### src/rtl/mem_req_arbiter.sv
// N-way round-robin arbiter merging L1 request streams onto one memory port, one transaction in flight.
// Optional per-requester grant counters are compiled in when MEM_ARB_PERF_EN is defined.
module mem_req_arbiter #(
    parameter int N_REQ = 2,
    parameter int XLEN  = 32
) (
    input  logic                  clk,
    input  logic                  reset,
    input  logic [N_REQ-1:0]      req_valid,
    output logic [N_REQ-1:0]      req_ready,
    input  logic [N_REQ-1:0]      req_write,
    input  logic [N_REQ*XLEN-1:0] req_addr,
    input  logic [N_REQ*XLEN-1:0] req_wdata,
    output logic [N_REQ-1:0]      rsp_valid,
    output logic [XLEN-1:0]       rsp_rdata,
    output logic                  mem_req_valid,
    input  logic                  mem_req_ready,
    output logic                  mem_req_write,
    output logic [XLEN-1:0]       mem_req_addr,
    output logic [XLEN-1:0]       mem_req_wdata,
    input  logic                  mem_rsp_valid,
    input  logic [XLEN-1:0]       mem_rsp_rdata
`ifdef MEM_ARB_PERF_EN
    ,
    output logic [N_REQ*32-1:0]   grant_count
`endif
);

    localparam int GW = (N_REQ > 1) ? $clog2(N_REQ) : 1;

    typedef enum logic [1:0] {
        IDLE  = 2'd0,
        ISSUE = 2'd1,
        WAIT  = 2'd2
    } state_t;

    state_t          state_reg;
    state_t          state_next;
    // Doubles as the in-flight grant index: the winner is always the last grant.
    logic [GW-1:0]   last_grant_reg;
    logic            issue_write_reg;
    logic [XLEN-1:0] issue_addr_reg;
    logic [XLEN-1:0] issue_wdata_reg;

    logic            win_found;
    logic [GW-1:0]   win_idx;

    always_comb begin
        win_found = 1'b0;
        win_idx   = '0;
        for (int k = 1; k <= N_REQ; k++) begin
            if (!win_found && req_valid[(int'(last_grant_reg) + k) % N_REQ]) begin
                win_found = 1'b1;
                win_idx   = GW'((int'(last_grant_reg) + k) % N_REQ);
            end
        end
    end

    always_comb begin
        state_next = state_reg;
        case (state_reg)
            IDLE:    if (win_found)     state_next = ISSUE;
            ISSUE:   if (mem_req_ready) state_next = WAIT;
            WAIT:    if (mem_rsp_valid) state_next = IDLE;
            default:                    state_next = IDLE;
        endcase
    end

    always_ff @(posedge clk or posedge reset) begin
        if (reset) begin
            state_reg       <= IDLE;
            last_grant_reg  <= GW'(N_REQ - 1);
            issue_write_reg <= 1'b0;
            issue_addr_reg  <= '0;
            issue_wdata_reg <= '0;
        end else begin
            state_reg <= state_next;
            if (state_reg == IDLE && win_found) begin
                last_grant_reg  <= win_idx;
                issue_write_reg <= req_write[win_idx];
                issue_addr_reg  <= req_addr[int'(win_idx)*XLEN +: XLEN];
                issue_wdata_reg <= req_wdata[int'(win_idx)*XLEN +: XLEN];
            end
        end
    end

    assign mem_req_valid = (state_reg == ISSUE);
    assign mem_req_write = issue_write_reg;
    assign mem_req_addr  = issue_addr_reg;
    assign mem_req_wdata = issue_wdata_reg;
    assign rsp_rdata     = mem_rsp_rdata;

    // Accept strobe only in IDLE; response strobe only in WAIT, so stray responses elsewhere vanish.
    for (genvar gi = 0; gi < N_REQ; gi++) begin : gen_ch
        assign req_ready[gi] = (state_reg == IDLE) && win_found && (win_idx == GW'(gi));
        assign rsp_valid[gi] = (state_reg == WAIT) && mem_rsp_valid && (last_grant_reg == GW'(gi));
    end

`ifdef MEM_ARB_PERF_EN
    for (genvar gi = 0; gi < N_REQ; gi++) begin : gen_perf
        logic [31:0] cnt_reg;
        always_ff @(posedge clk or posedge reset) begin
            if (reset) begin
                cnt_reg <= '0;
            end else if (req_ready[gi] && cnt_reg != 32'hFFFF_FFFF) begin
                cnt_reg <= cnt_reg + 32'd1;
            end
        end
        assign grant_count[gi*32 +: 32] = cnt_reg;
    end
`endif

endmodule

### config.mk
export PLATFORM = sky130hd
export DESIGN_NAME = mem_req_arbiter
export DESIGN_NICKNAME = d
export VERILOG_FILES = /design/src/rtl/mem_req_arbiter.sv
export SDC_FILE = /design/constraint.sdc
export NUM_CORES = 1
export LEC_CHECK = 0
export BUFFER_PORTS_ARGS = -buffer_cell sky130_fd_sc_hd__buf_4
export CAP_MARGIN = 25
export CORE_AREA = 4 4 104 106
export CTS_CLUSTER_DIAMETER = 60
export CTS_CLUSTER_SIZE = 14
export DETAILED_ROUTE_END_ITERATION = 16
export DIE_AREA = 0 0 108 110
export HOLD_SLACK_MARGIN = 0.05
export PLACE_DENSITY = 0.71
export SYNTH_ARGS = -nofsm -noshare
export SYNTH_HDL_FRONTEND = slang
export SYNTH_SLANG_ARGS = --single-unit
### constraint.sdc
create_clock -name clk -period 2.6 [get_ports clk]
set_input_delay 0.65 -clock clk [delete_from_list [all_inputs] [get_ports clk]]
set_output_delay 0.65 -clock clk [all_outputs]
set_load 0.02 [all_outputs]
Word-level counts from Yosys, hierarchy flattened. Cells that the tools add are included. W data, S select, Z words.

$add $sub $neg: 2. Order comparisons: 3. Eq/ne operators: 5. Shift operators: 2. Mux-type cells: 16. Bitwise operators: 4. Reduce and logical (&&, ||, !) cells: 10.

Operators with widths (number): $shiftx A64 B7 Y32 (2); $mux W1 (12); $logic_and A1 B1 Y1 (7); $lt A2 B3 Y1 const B (2); $mux W2 (3); $pmux W2 S3 (1); $ne A2 B2 Y1 const B (2); $reduce_and A3 Y1 (1); $add A1 B1 Y1 const B (2); $and A1 B1 Y1 const A (2); $eq A2 B1 Y1 const B (1); $eq A2 B2 Y1 const B (1); $logic_not A2 Y1 (1); $lt A1 B2 Y1 const B (1); $ne A2 B1 Y1 const B (1); $not A1 Y1 (2); $logic_not A1 Y1 (1).

Bits in registers: 68. Input bits: 168. Output and inout bits: 102. Logic and storage cells: 47.

Depth between registers and ports, before layout. Gate-level depths: netlist of the first run.

Depth after elaboration: 11. Depth in mapped cells: 6. Depth with buffers taken out: 3.

Worst setup path after synthesis of the first run. Ideal clock, no wire load.

Path kind: input to output. Start point: in req_valid[0]. End point: out req_ready[1]. Arrival time: 1.370 ns. Data required time: 1.950 ns. Setup slack: 0.580 ns. Cell stages on the path: 4. Buffers on the path: 2. Cells stage by stage: nand2_1 and3_1 clkbuf_1 clkbuf_1.

Longest elaborated chain between the ends: 9. Elaborated cells on any way between the ends: 14. Classes of those cells: mux (10); reduce/logical (4).

Ends and longest elaborated chain: start: declaration (line 9) `input logic [N_REQ-1:0] req_valid,`; $mux W1 (not written as such) (3 in series) (line 52) `if (!win_found && req_valid[(int'(last_grant_reg) + k) % N_REQ]) begin`; $mux W1 (line 52); $logic_not A1 Y1 (line 52); $logic_and A1 B1 Y1 (line 52); $mux W1 (line 52); $logic_and A1 B1 Y1 (line 95) `assign req_ready[gi] = (state_reg == IDLE) && win_found && (win_idx == GW'(gi));`; $logic_and A1 B1 Y1 (*) (line 95); end: declaration (line 10) `output logic [N_REQ-1:0] req_ready,`.

Mark *: on every way between the ends. The rest lies on a longest branch, timed or not. The select of a mux whose other input is x is not followed.

Final worst setup path of the first run.
Start point: reg last_grant_reg. End point: out req_ready[0].

Longest elaborated chain between the ends: 10. Elaborated cells on any way between the ends: 17. Classes of those cells: add/sub (2); mux (10); bitwise (1); reduce/logical (4).

Ends and longest elaborated chain: start: declaration (line 40) `logic [GW-1:0] last_grant_reg;`; start signal: assignment (line 72) `last_grant_reg <= GW'(N_REQ - 1);`; start signal: assignment (line 79) `last_grant_reg <= win_idx;`; $add A1 B1 Y1 (line 52, 54); $mux W1 (not written as such) (3 in series) (line 52); $mux W1 (line 52); $logic_not A1 Y1 (line 52); $logic_and A1 B1 Y1 (line 52); $mux W1 (line 52); $logic_and A1 B1 Y1 or $not A1 Y1 (tied branches) (line 95); $logic_and A1 B1 Y1 (*) (line 95).

Marked as above.

==> summary.txt, run 1 <==
Finish
  • Layout Utilization: 0.507
  • N_diodes: 0
  • Layout area overhead: 48.1%
  • Commonest non-fill, non-tap cell in the layout: buf_4
  • Layout cells sized above 1: 0.524
  • Commonest non-fill, non-tap cells in the layout: 208 x buf_4, 67 x dfrtp_1, 65 x o21a_1, 65 x a221o_1, 10 x clkbuf_8
  • Number of nets in the layout: 606
  • Design area: 0.00496 mm²
  • Fillers: 869

Clocking
  • CTS tree: yes
  • Clock root buffer: clkbuf_8
  • CTS resizes: 0
  • # hold bufs at CTS: 0
  • Post-CTS Setup Inserts: 0
  • Clock latency on the worst-skew pair: 0.34 ns
  • Reg clk slew, reported paths: 0.08 ns
  • Clk sinks: 68
  • TritonCTS buffer count: 9
  • Number of H-tree levels: 3
  • Clock Path Buffers: 2

Critical path
  • Worst Setup End Kind: output pin
  • CP max FO: 5
  • Worst EP required: 1.95 ns
  • CP peak stage delay: 0.58 ns
  • R2R Setup Slk: 0.65 ns
  • Crit Reg-Reg Endpoint: mem_req_addr[19]
  • Critical Path AT: 1.36 ns
  • Crit path launch type: flip-flop
  • CP Class: flip-flop to output pin
  • Worst reg2reg startpoint: state_reg[1]
  • R2R cell count: 4
  • Sequence of cells on the critical path: nand2b_1 -> and3_2 -> buf_4
  • CP max-delay cell: dfstp_2

Floorplan
  • Num rows: 36
  • Core area: 0.00977 mm²
  • Die area: 0.0119 mm²
  • Top Ports: 270
  • Starting Density: 0.343
  • Die height: 110 µm
  • Die width: 108 µm

Detailed routing
  • Average vias per placed instance: 5.20
  • Vias: 2,997
  • DR DRC count: 0
  • Remaining antenna violation count: 0
  • Drt first pass iters: 4
  • Starting DRT DRC Count: 277
  • DR WL/cell: 18.4 µm
  • Routed wire length: 10,600 µm

GRT
  • First-pass GRT wire length: 16,000 µm
  • Largest net degree at the start of global routing: 69
  • Initial antenna violation count: 0
  • Vias in the first global route: 2,996
  • Tot GR Track Use: 0.172
  • Global route total overflow: 0

Synthesis
  • Register bit count reported by yosys: 68
  • Post-synth net total: 446
  • Cell count after synthesis: 278
  • Yosys top cell by area: dfrtp_1
  • Synth area leaders: dfrtp_1 50%, a221o_1 19%, o21a_1 15%
  • Syn Area/Cell: 12.0 µm²
  • Synth cell types: 20
  • Area share of the largest cell type after synthesis: 0.501
  • Yosys warnings: 0
  • Mapped cell area: 0.00335 mm²
  • Seq/Total Area, Yosys: 0.509

Place
  • Placed instance area: 0.00474 mm²
  • RePlAce Congestion: 0.714
  • I/O Buffers: 205
  • Placed wire-length estimate: 7580 µm

STA
  • Slew Limit Headroom: 0.434
  • Worst Tran Pin Value: 0.849 ns
  • FMAX: 497 MHz
  • Final setup TNS: 0 ns
  • Smallest hold slack: 0.377 ns
  • Crit share post-route: 0.775
  • Setup-failing EPs final: 0
  • RSZ-0062 raised after global routing: no
  • Min cycle time layout: 2.01 ns
  • Pins Over Slew Limit: 0
  • Final Hold Fails: 0
  • Worst-case clock skew: 0.00751 ns

Pwr
  • Lkg Pwr: 0.00242 µW
  • Pwr/cell area: 1240 mW/mm²
  • Peak VDD IR: 0.000603 V

Run status
  • Status: complete, no violations

Hold path
  • Type of the most critical hold path: input pin to asynchronous set/reset pin

Flow run
  • Max Cap Viol: 0
## synth_stat cells
| master | count |
|---|---|
| nor2_1 | 2 |
| buf_4 | 33 |
| buf_6 | 5 |
| and4b_1 | 1 |
| a221o_1 | 65 |
| dfstp_2 | 1 |
| o21ai_0 | 2 |
| nand2b_1 | 3 |
| nor3b_1 | 1 |
| buf_1 | 2 |
| o21a_1 | 65 |
| inv_1 | 2 |
| or2_1 | 1 |
| buf_2 | 8 |
| nor2b_1 | 1 |
| and3_1 | 2 |
| dfrtp_1 | 67 |
| clkbuf_1 | 14 |
| nand2_1 | 2 |
| o2bb2ai_1 | 1 |
## power breakdown
group	internal, µW	switching, µW	total, µW	leakage (µW)
clock network	562	399	961	0.000113
logic	1620	1680	3290	0.00146
registers	1580	314	1900	0.000839
## per-layer routing
layer,share of wire,up-vias,GRT usage
met5,0,-,0
met3,0.10,14,0.0513
met2,0.49,171,0.289
li1,-,1371,-
met1,0.39,1441,0.209
met4,0.015,0,0.0658
## worst max-delay path, delay by kind of cell (launching register included)
family / cells / cell delay [ns]
flops: 1 / 0.58
simple gates: 2 / 0.30
buf+inv: 1 / 0.15
## through the flow
step	worst slack [ns]	instances	total power, µW
final	0.586	576	6150
after global routing	0.433	576	6520
after CTS	0.541	576	6220
after detailed placement	0.656	560	5230
after global placement	0.689	560	5160
after floorplan	0.240	278	4030
## worst max-delay path by stage
stage	to	from	cells past startpoint
finish	req_ready[0]	last_grant_reg	3
global route	rsp_valid[0]	state_reg[0]	3
CTS	req_ready[0]	last_grant_reg	3
detailed placement	mem_req_addr[19]	req_valid[1]	5
global placement	mem_req_addr[14]	req_valid[1]	5
floorplan	mem_req_addr[0]	reset	1
## final cells by class
| type | count | area (µm²) | area share |
|---|---|---|---|
| well taps | 133 | 166 | 0.0336 |
| flip-flops and latches | 68 | 1700 | 0.343 |
| clock inverters | 5 | 75.1 | 0.0151 |
| repair buffers | 211 | 1620 | 0.327 |
| multi-input cells | 146 | 1240 | 0.251 |
| inverters | 2 | 7.51 | 0.00151 |
| clock buffers | 11 | 141 | 0.0285 |
## logic make-up (layout without fill, tap and decap cells)
logic type             Yosys count  after routing  synth area share
AOI/OAI and AO/OA              133            133             0.346
and+or+nand+nor                 13             13            0.0228
buffers and inverters           64            229             0.123
DFF                             68             68             0.509
No activity file was read; power rests on OpenSTA's default activity.
==> inputs of run 2 (changes only) <==
- clock period: 2.6 -> 2.08 ns (I/O delays scaled with it)
==> summary.txt, run 2 (synthesized netlist as in run 1, its figures left out) <==
Clocking
  • Reg clk slew, reported paths: 0.07 ns (about the same)
  • Clock latency on the worst-skew pair: 0.33 ns (about the same)
  • Clock Path Buffers: 2 (unchanged)
  • Clk sinks: 68 (unchanged)
  • # hold bufs at CTS: 0 (unchanged)
  • CTS resizes: 0 (unchanged)
  • Clock root buffer: clkbuf_8
  • TritonCTS buffer count: 9 (unchanged)
  • Post-CTS Setup Inserts: 0 (unchanged)
  • Number of H-tree levels: 3 (unchanged)
  • CTS tree: yes

STA
  • Setup-failing EPs final: 0 (unchanged)
  • FMAX: 531 MHz
  • Final Hold Fails: 0 (unchanged)
  • Worst Tran Pin Value: 0.761 ns (-0.0876 ns)
  • Min cycle time layout: 1.88 ns
  • Final setup TNS: 0 ns (unchanged)
  • RSZ-0062 raised after global routing: no
  • Pins Over Slew Limit: 0 (unchanged)
  • Worst-case clock skew: 0.00704 ns (-0.000472 ns)
  • Crit share post-route: 0.905
  • Slew Limit Headroom: 0.493 (+0.0584)

Floorplan
  • Num rows: 36 (unchanged)
  • Die area: 0.0119 mm² (unchanged)
  • Die width: 108 µm (unchanged)
  • Top Ports: 270 (unchanged)
  • Core area: 0.00977 mm² (unchanged)
  • Die height: 110 µm (unchanged)
  • Starting Density: 0.343 (unchanged)

Critical path
  • Worst EP required: 1.56 ns (-0.39 ns)
  • Critical Path AT: 1.36 ns (about the same)
  • CP max-delay cell: dfstp_2
  • Worst Setup End Kind: output pin
  • R2R cell count: 4 (unchanged)
  • Sequence of cells on the critical path: nand2b_1 -> and3_2 -> buf_4
  • CP max FO: 5 (unchanged)
  • Crit path launch type: flip-flop
  • CP peak stage delay: 0.56 ns (-0.02 ns)
  • CP Class: flip-flop to output pin

Finish
  • Non-filler cells, final: 575 (-0.17%)
  • Commonest non-fill, non-tap cell in the layout: buf_4
  • Layout cells sized above 1: 0.523 (-0.00108)
  • N_diodes: 0 (unchanged)
  • Commonest non-fill, non-tap cells in the layout: 210 x buf_4, 67 x dfrtp_1, 65 x o21a_1, 65 x a221o_1, 11 x clkbuf_8
  • Layout Utilization: 0.504 (-0.00282)
  • Number of nets in the layout: 607 (+0.17%)
  • Fillers: 866 (-0.35%)
  • Layout area overhead: 47.3%

Detailed routing
  • Average vias per placed instance: 5.18 (-0.49%)
  • DR DRC count: 0 (unchanged)
  • Starting DRT DRC Count: 256 (-7.6%)
  • DR WL/cell: 18.3 µm (-0.45%)
  • Remaining antenna violation count: 0 (unchanged)
  • Routed wire length: 10,500 µm (-0.62%)
  • Drt first pass iters: 4 (unchanged)
  • Vias: 2,977 (-0.67%)

Place
  • Placed wire-length estimate: 7490 µm (-1.1%)
  • Number of placed instances, taps included: 561 (+0.18%)
  • I/O Buffers: 205 (unchanged)
  • RePlAce Congestion: 0.735 (+3.0%)

GRT
  • Global route total overflow: 0 (unchanged)
  • Vias in the first global route: 3,086 (+3.0%)
  • Initial antenna violation count: 0 (unchanged)
  • Largest net degree at the start of global routing: 69 (unchanged)
  • First-pass GRT wire length: 16,000 µm (unchanged)
  • Tot GR Track Use: 0.173 (+0.000602)

Hold path
  • Type of the most critical hold path: input pin to asynchronous set/reset pin

Pwr
  • Pwr/cell area: 1530 mW/mm² (+23%)
  • Lkg Pwr: 0.00240 µW (-0.71%)
  • Peak VDD IR: 0.000696 V (+16%)

Run status
  • Status: complete, no violations

Flow run
  • Max Cap Viol: 0 (unchanged)
run 2: cell types whose count changed in the layout (fill, tap and decap cells not counted):
| cell | delta |
|---|---|
| inv_2 | -1 |
| buf_12 | -1 |
| buf_4 | +2 |
| clkinvlp_4 | +1 |
| bufinv_16 | -1 |
| clkbuf_8 | +1 |
| clkinv_2 | -2 |
run 2: cell type report:
| class | count | area [µm²] | share of cell area |
|---|---|---|---|
| sequential | 68 | 1700 | 0.345 |
| clock inverter | 2 | 35.0 | 0.00710 |
| clock buffer | 12 | 155 | 0.0315 |
| tap | 133 | 166 | 0.0337 |
| timing repair buffer | 212 | 1620 | 0.328 |
| inverter | 2 | 11.3 | 0.00228 |
| multi-input combinational | 146 | 1240 | 0.252 |
run 2: per-stage QoR:
stage               power [µW]  worst slack (ns)  cell area (µm²)  hold slack, ns
finish                    7550             0.197             4930           0.250
global route              8050             0.128             4930           0.302
CTS                       7650             0.167             4930           0.275
detailed placement        6530             0.294             4740           0.502
global placement          6460             0.356             4740           0.498
floorplan                 5030             0.320             3350           0.479
run 2: worst paths after layout:
path	end	slack (ns)	start
min reg2reg	last_grant_reg	0.51	last_grant_reg
min	mem_req_addr[11]	0.25	reset
max	req_ready[0]	0.20	last_grant_reg
max in group asynchronous	last_grant_reg	1.46	reset
min in group clk	state_reg[1]	0.39	mem_rsp_valid
max reg2reg	mem_req_wdata[21]	0.48	last_grant_reg
run 2: critical path: cells and delay by family (launching register included):
kind / cells / cell delay (ns)
buf+inv: 1 / 0.16
flops: 1 / 0.56
simple gates: 2 / 0.31
run 2: routing by layer:
layer	part of all wire	track usage
met5	0	0
met2	0.49	0.283
met1	0.39	0.203
met4	0.015	0.0667
met3	0.11	0.0711
run 2: power by group:
| part | total [µW] | internal (µW) | leakage, µW | switching, µW |
|---|---|---|---|---|
| combinational | 4130 | 2030 | 0.00146 | 2110 |
| clock | 1070 | 605 | 0.0000983 | 462 |
| sequential | 2350 | 1980 | 0.000839 | 375 |
| total | 7550 | 4610 | 0.00240 | 2940 |
==> inputs of run 3 (changes only) <==
- ABC_AREA: unset -> 1
- CORE_AREA: 4 4 104 106 -> unset
- CORE_MARGIN: unset -> 4
- CORE_UTILIZATION: unset -> 41
- DIE_AREA: 0 0 108 110 -> unset
- PLACE_DENSITY: 0.71 -> 0.8
==> summary.txt, run 3 <==
Run status
  • Status: complete, no violations

STA
  • Crit share post-route: 0.925 (+0.0193)
  • Final setup TNS: 0 ns (unchanged)
  • Worst-case clock skew: 0.00691 ns (-0.000136 ns)
  • Pins Over Slew Limit: 0 (unchanged)
  • Worst Tran Pin Value: 0.704 ns (-0.0569 ns)
  • Slew Limit Headroom: 0.531 (+0.0380)
  • RSZ-0062 raised after global routing: no
  • FMAX: 520 MHz (-2.1%)
  • Min cycle time layout: 1.92 ns (+0.0401 ns)
  • Final Hold Fails: 0 (unchanged)
  • Setup-failing EPs final: 0 (unchanged)

Critical path
  • Worst EP required: 1.56 ns (about the same)
  • Critical Path AT: 1.40 ns (+0.04 ns)
  • Crit path launch type: flip-flop
  • CP max FO: 4 (-1)
  • Worst Setup End Kind: output pin
  • CP Class: flip-flop to output pin

Clocking
  • Clock Path Buffers: 2 (unchanged)
  • TritonCTS buffer count: 9 (unchanged)
  • Number of H-tree levels: 3 (unchanged)
  • Clk sinks: 68 (unchanged)
  • CTS resizes: 0 (unchanged)
  • Post-CTS Setup Inserts: 0 (unchanged)
  • Reg clk slew, reported paths: 0.08 ns (about the same)
  • Clock latency on the worst-skew pair: 0.32 ns (about the same)
  • CTS tree: yes
  • # hold bufs at CTS: 0 (unchanged)
  • Clock root buffer: clkbuf_8

Hold path
  • Type of the most critical hold path: input pin to asynchronous set/reset pin

Synthesis
  • Most common cell in the synthesized netlist: nand2_1
  • Synth area leaders: dfrtp_1 44%, nand2_1 33%, nand3_1 8.6%
  • Synth Flop Type: dfrtp_1
  • Post-synth top cells: 331 x nand2_1, 67 x dfrtp_1, 65 x nand3_1
  • Syn Area/Cell: 6.94 µm² (-42%)
  • Register bit count reported by yosys: 68 (unchanged)
  • Post-synth net total: 715 (+60%)
  • Cell count after synthesis: 547 (+97%)
  • Synth cell types: 16 (-20%)
  • Post-synth ARST share: 1.00 (unchanged)
  • Yosys top cell by area: dfrtp_1
  • Mapped cell area: 0.00379 mm² (+13%)
  • Area share of the largest cell type after synthesis: 0.442 (-0.0589)
  • EDFF count, synth: 0 (unchanged)
  • Yosys warnings: 0 (unchanged)
  • Seq/Total Area, Yosys: 0.449 (-0.0599)

Finish
  • N_diodes: 0 (unchanged)
  • Number of nets in the layout: 873 (+44%)
  • Layout area overhead: 40.9%
  • Commonest non-fill, non-tap cell in the layout: nand2_1
  • Commonest non-fill, non-tap cells in the layout: 329 x nand2_1, 214 x buf_4, 67 x dfrtp_1
  • Layout cells sized above 1: 0.331 (-0.192)

Floorplan
  • Starting Density: 0.429 (+0.0863)
  • Core area: 0.00885 mm² (-9.5%)
  • Num rows: 34 (-5.6%)
  • Die width: 104 µm (-3.5%)
  • Top Ports: 270 (unchanged)
  • Die height: 104 µm (-5.3%)
  • Die area: 0.0109 mm² (-8.6%)

GRT
  • Largest net degree at the start of global routing: 69 (unchanged)
  • Tot GR Track Use: 0.198 (+0.0256)
  • Vias in the first global route: 3,831 (+24%)
  • Global route total overflow: 0 (unchanged)
  • First-pass GRT wire length: 17,800 µm (+11%)
  • Initial antenna violation count: 0 (unchanged)

Detailed routing
  • Starting DRT DRC Count: 134 (-48%)
  • Routed wire length: 11,100 µm (+5.5%)
  • Drt first pass iters: 4 (unchanged)
  • DR WL/cell: 13.6 µm (-26%)
  • DR DRC count: 0 (unchanged)
  • Vias: 3,980 (+34%)
  • Remaining antenna violation count: 0 (unchanged)
  • Average vias per placed instance: 4.87 (-6.0%)

Pwr
  • Peak VDD IR: 0.000738 V (+6.0%)
  • Lkg Pwr: 0.00318 µW (+33%)
  • Design internal power: 4220 µW (-8.5%)
  • Power share of the clock group: 0.173 (+0.032)
  • Reg power frac: 0.319 (+0.007)
  • Pwr/cell area: 1370 mW/mm² (-10%)
  • Net Sw Frac: 0.425 (+0.0355)
  • Logic pwr share: 0.508 (-0.039)
  • Sw Pwr: 3120 µW (+6.0%)
  • Total power: 7340 µW (-2.8%)

Place
  • Placed wire-length estimate: 8330 µm (+11%)
  • RePlAce Congestion: 0.822 (+12%)
  • I/O Buffers: 205 (unchanged)

Flow run
  • Max Cap Viol: 0 (unchanged)
run 3: changes by cell type after synthesis, moves of 3 or more:
cell,previous run,this run
buf_4,33,40
nand3_1,0,65
buf_2,8,16
a221o_1,65,0
nor2_1,2,5
nand2b_1,3,0
o21a_1,65,0
clkbuf_1,14,8
nand2_1,2,331
run 3: path summary, 6_finish.rpt:
check | start | cells after the start | slack [ns] | to
worst min-delay path | reset | 3 | 0.30 | mem_req_addr[3]
worst max register to register | state_reg[0] | 6 | 0.54 | mem_req_wdata[24]
min in group clk | mem_req_ready | 2 | 0.37 | state_reg[0]
worst max-delay path | state_reg[0] | 4 | 0.16 | req_ready[1]
max in group asynchronous | reset | 3 | 1.44 | mem_req_addr[26]
worst min register to register | mem_req_wdata[4] | 2 | 0.48 | mem_req_wdata[4]
run 3: kinds of logic after synthesis:
kind of cell,after synthesis,synth area share
compound gates,5,0.0102
buf+inv,73,0.123
flops,68,0.449
simple gates,401,0.418
run 3: through the flow:
| stage | setup slack, ns | util | hold WS, ns | cell area [µm²] | cells |
|---|---|---|---|---|---|
| after floorplan | 0.216 | - | 0.468 | 3800 | 547 |
| after global placement | 0.303 | 0.576 | 0.463 | 5100 | 801 |
| after detailed placement | 0.252 | 0.576 | 0.466 | 5100 | 801 |
| after CTS | 0.157 | 0.602 | 0.303 | 5330 | 817 |
| after global routing | 0.0957 | 0.604 | 0.335 | 5350 | 818 |
| final | 0.157 | 0.604 | 0.298 | 5350 | 818 |
run 3: power groups by stage:
| stage | registers (µW) | logic [µW] | clock network, µW |
|---|---|---|---|
| final | 2340 | 3730 | 1270 |
| after global routing | 2410 | 4090 | 1370 |
| after CTS | 2340 | 3740 | 1310 |
| after detailed placement | 2350 | 3740 | 0 |
| after global placement | 2320 | 3650 | 0 |
| after floorplan | 3020 | 1620 | 0 |
run 3: critical path, stage by stage, from the launching register on:
cell and delay [ns]:
dfrtp_1 0.42, nor2_1 0.19, o21ai_4 0.10, nor2_1 0.19, buf_4 0.18
run 3: layout make-up:
| cell class | count | area [µm²] |
|---|---|---|
| Fill cell | 817 | 3500 |
| Sequential cell | 68 | 1700 |
| Multi-Input combinational cell | 406 | 1630 |
| Timing Repair Buffer | 215 | 1630 |
| Tap cell | 108 | 135 |
| Clock buffer | 11 | 131 |
| Clock inverter | 5 | 100 |
| Inverter | 5 | 22.5 |
run 3: metal layers:
layer  part of all wire  GRT usage
met5                  0          0
met4              0.014     0.0655
met3              0.073     0.0565
met2               0.52      0.357
met1               0.39      0.224
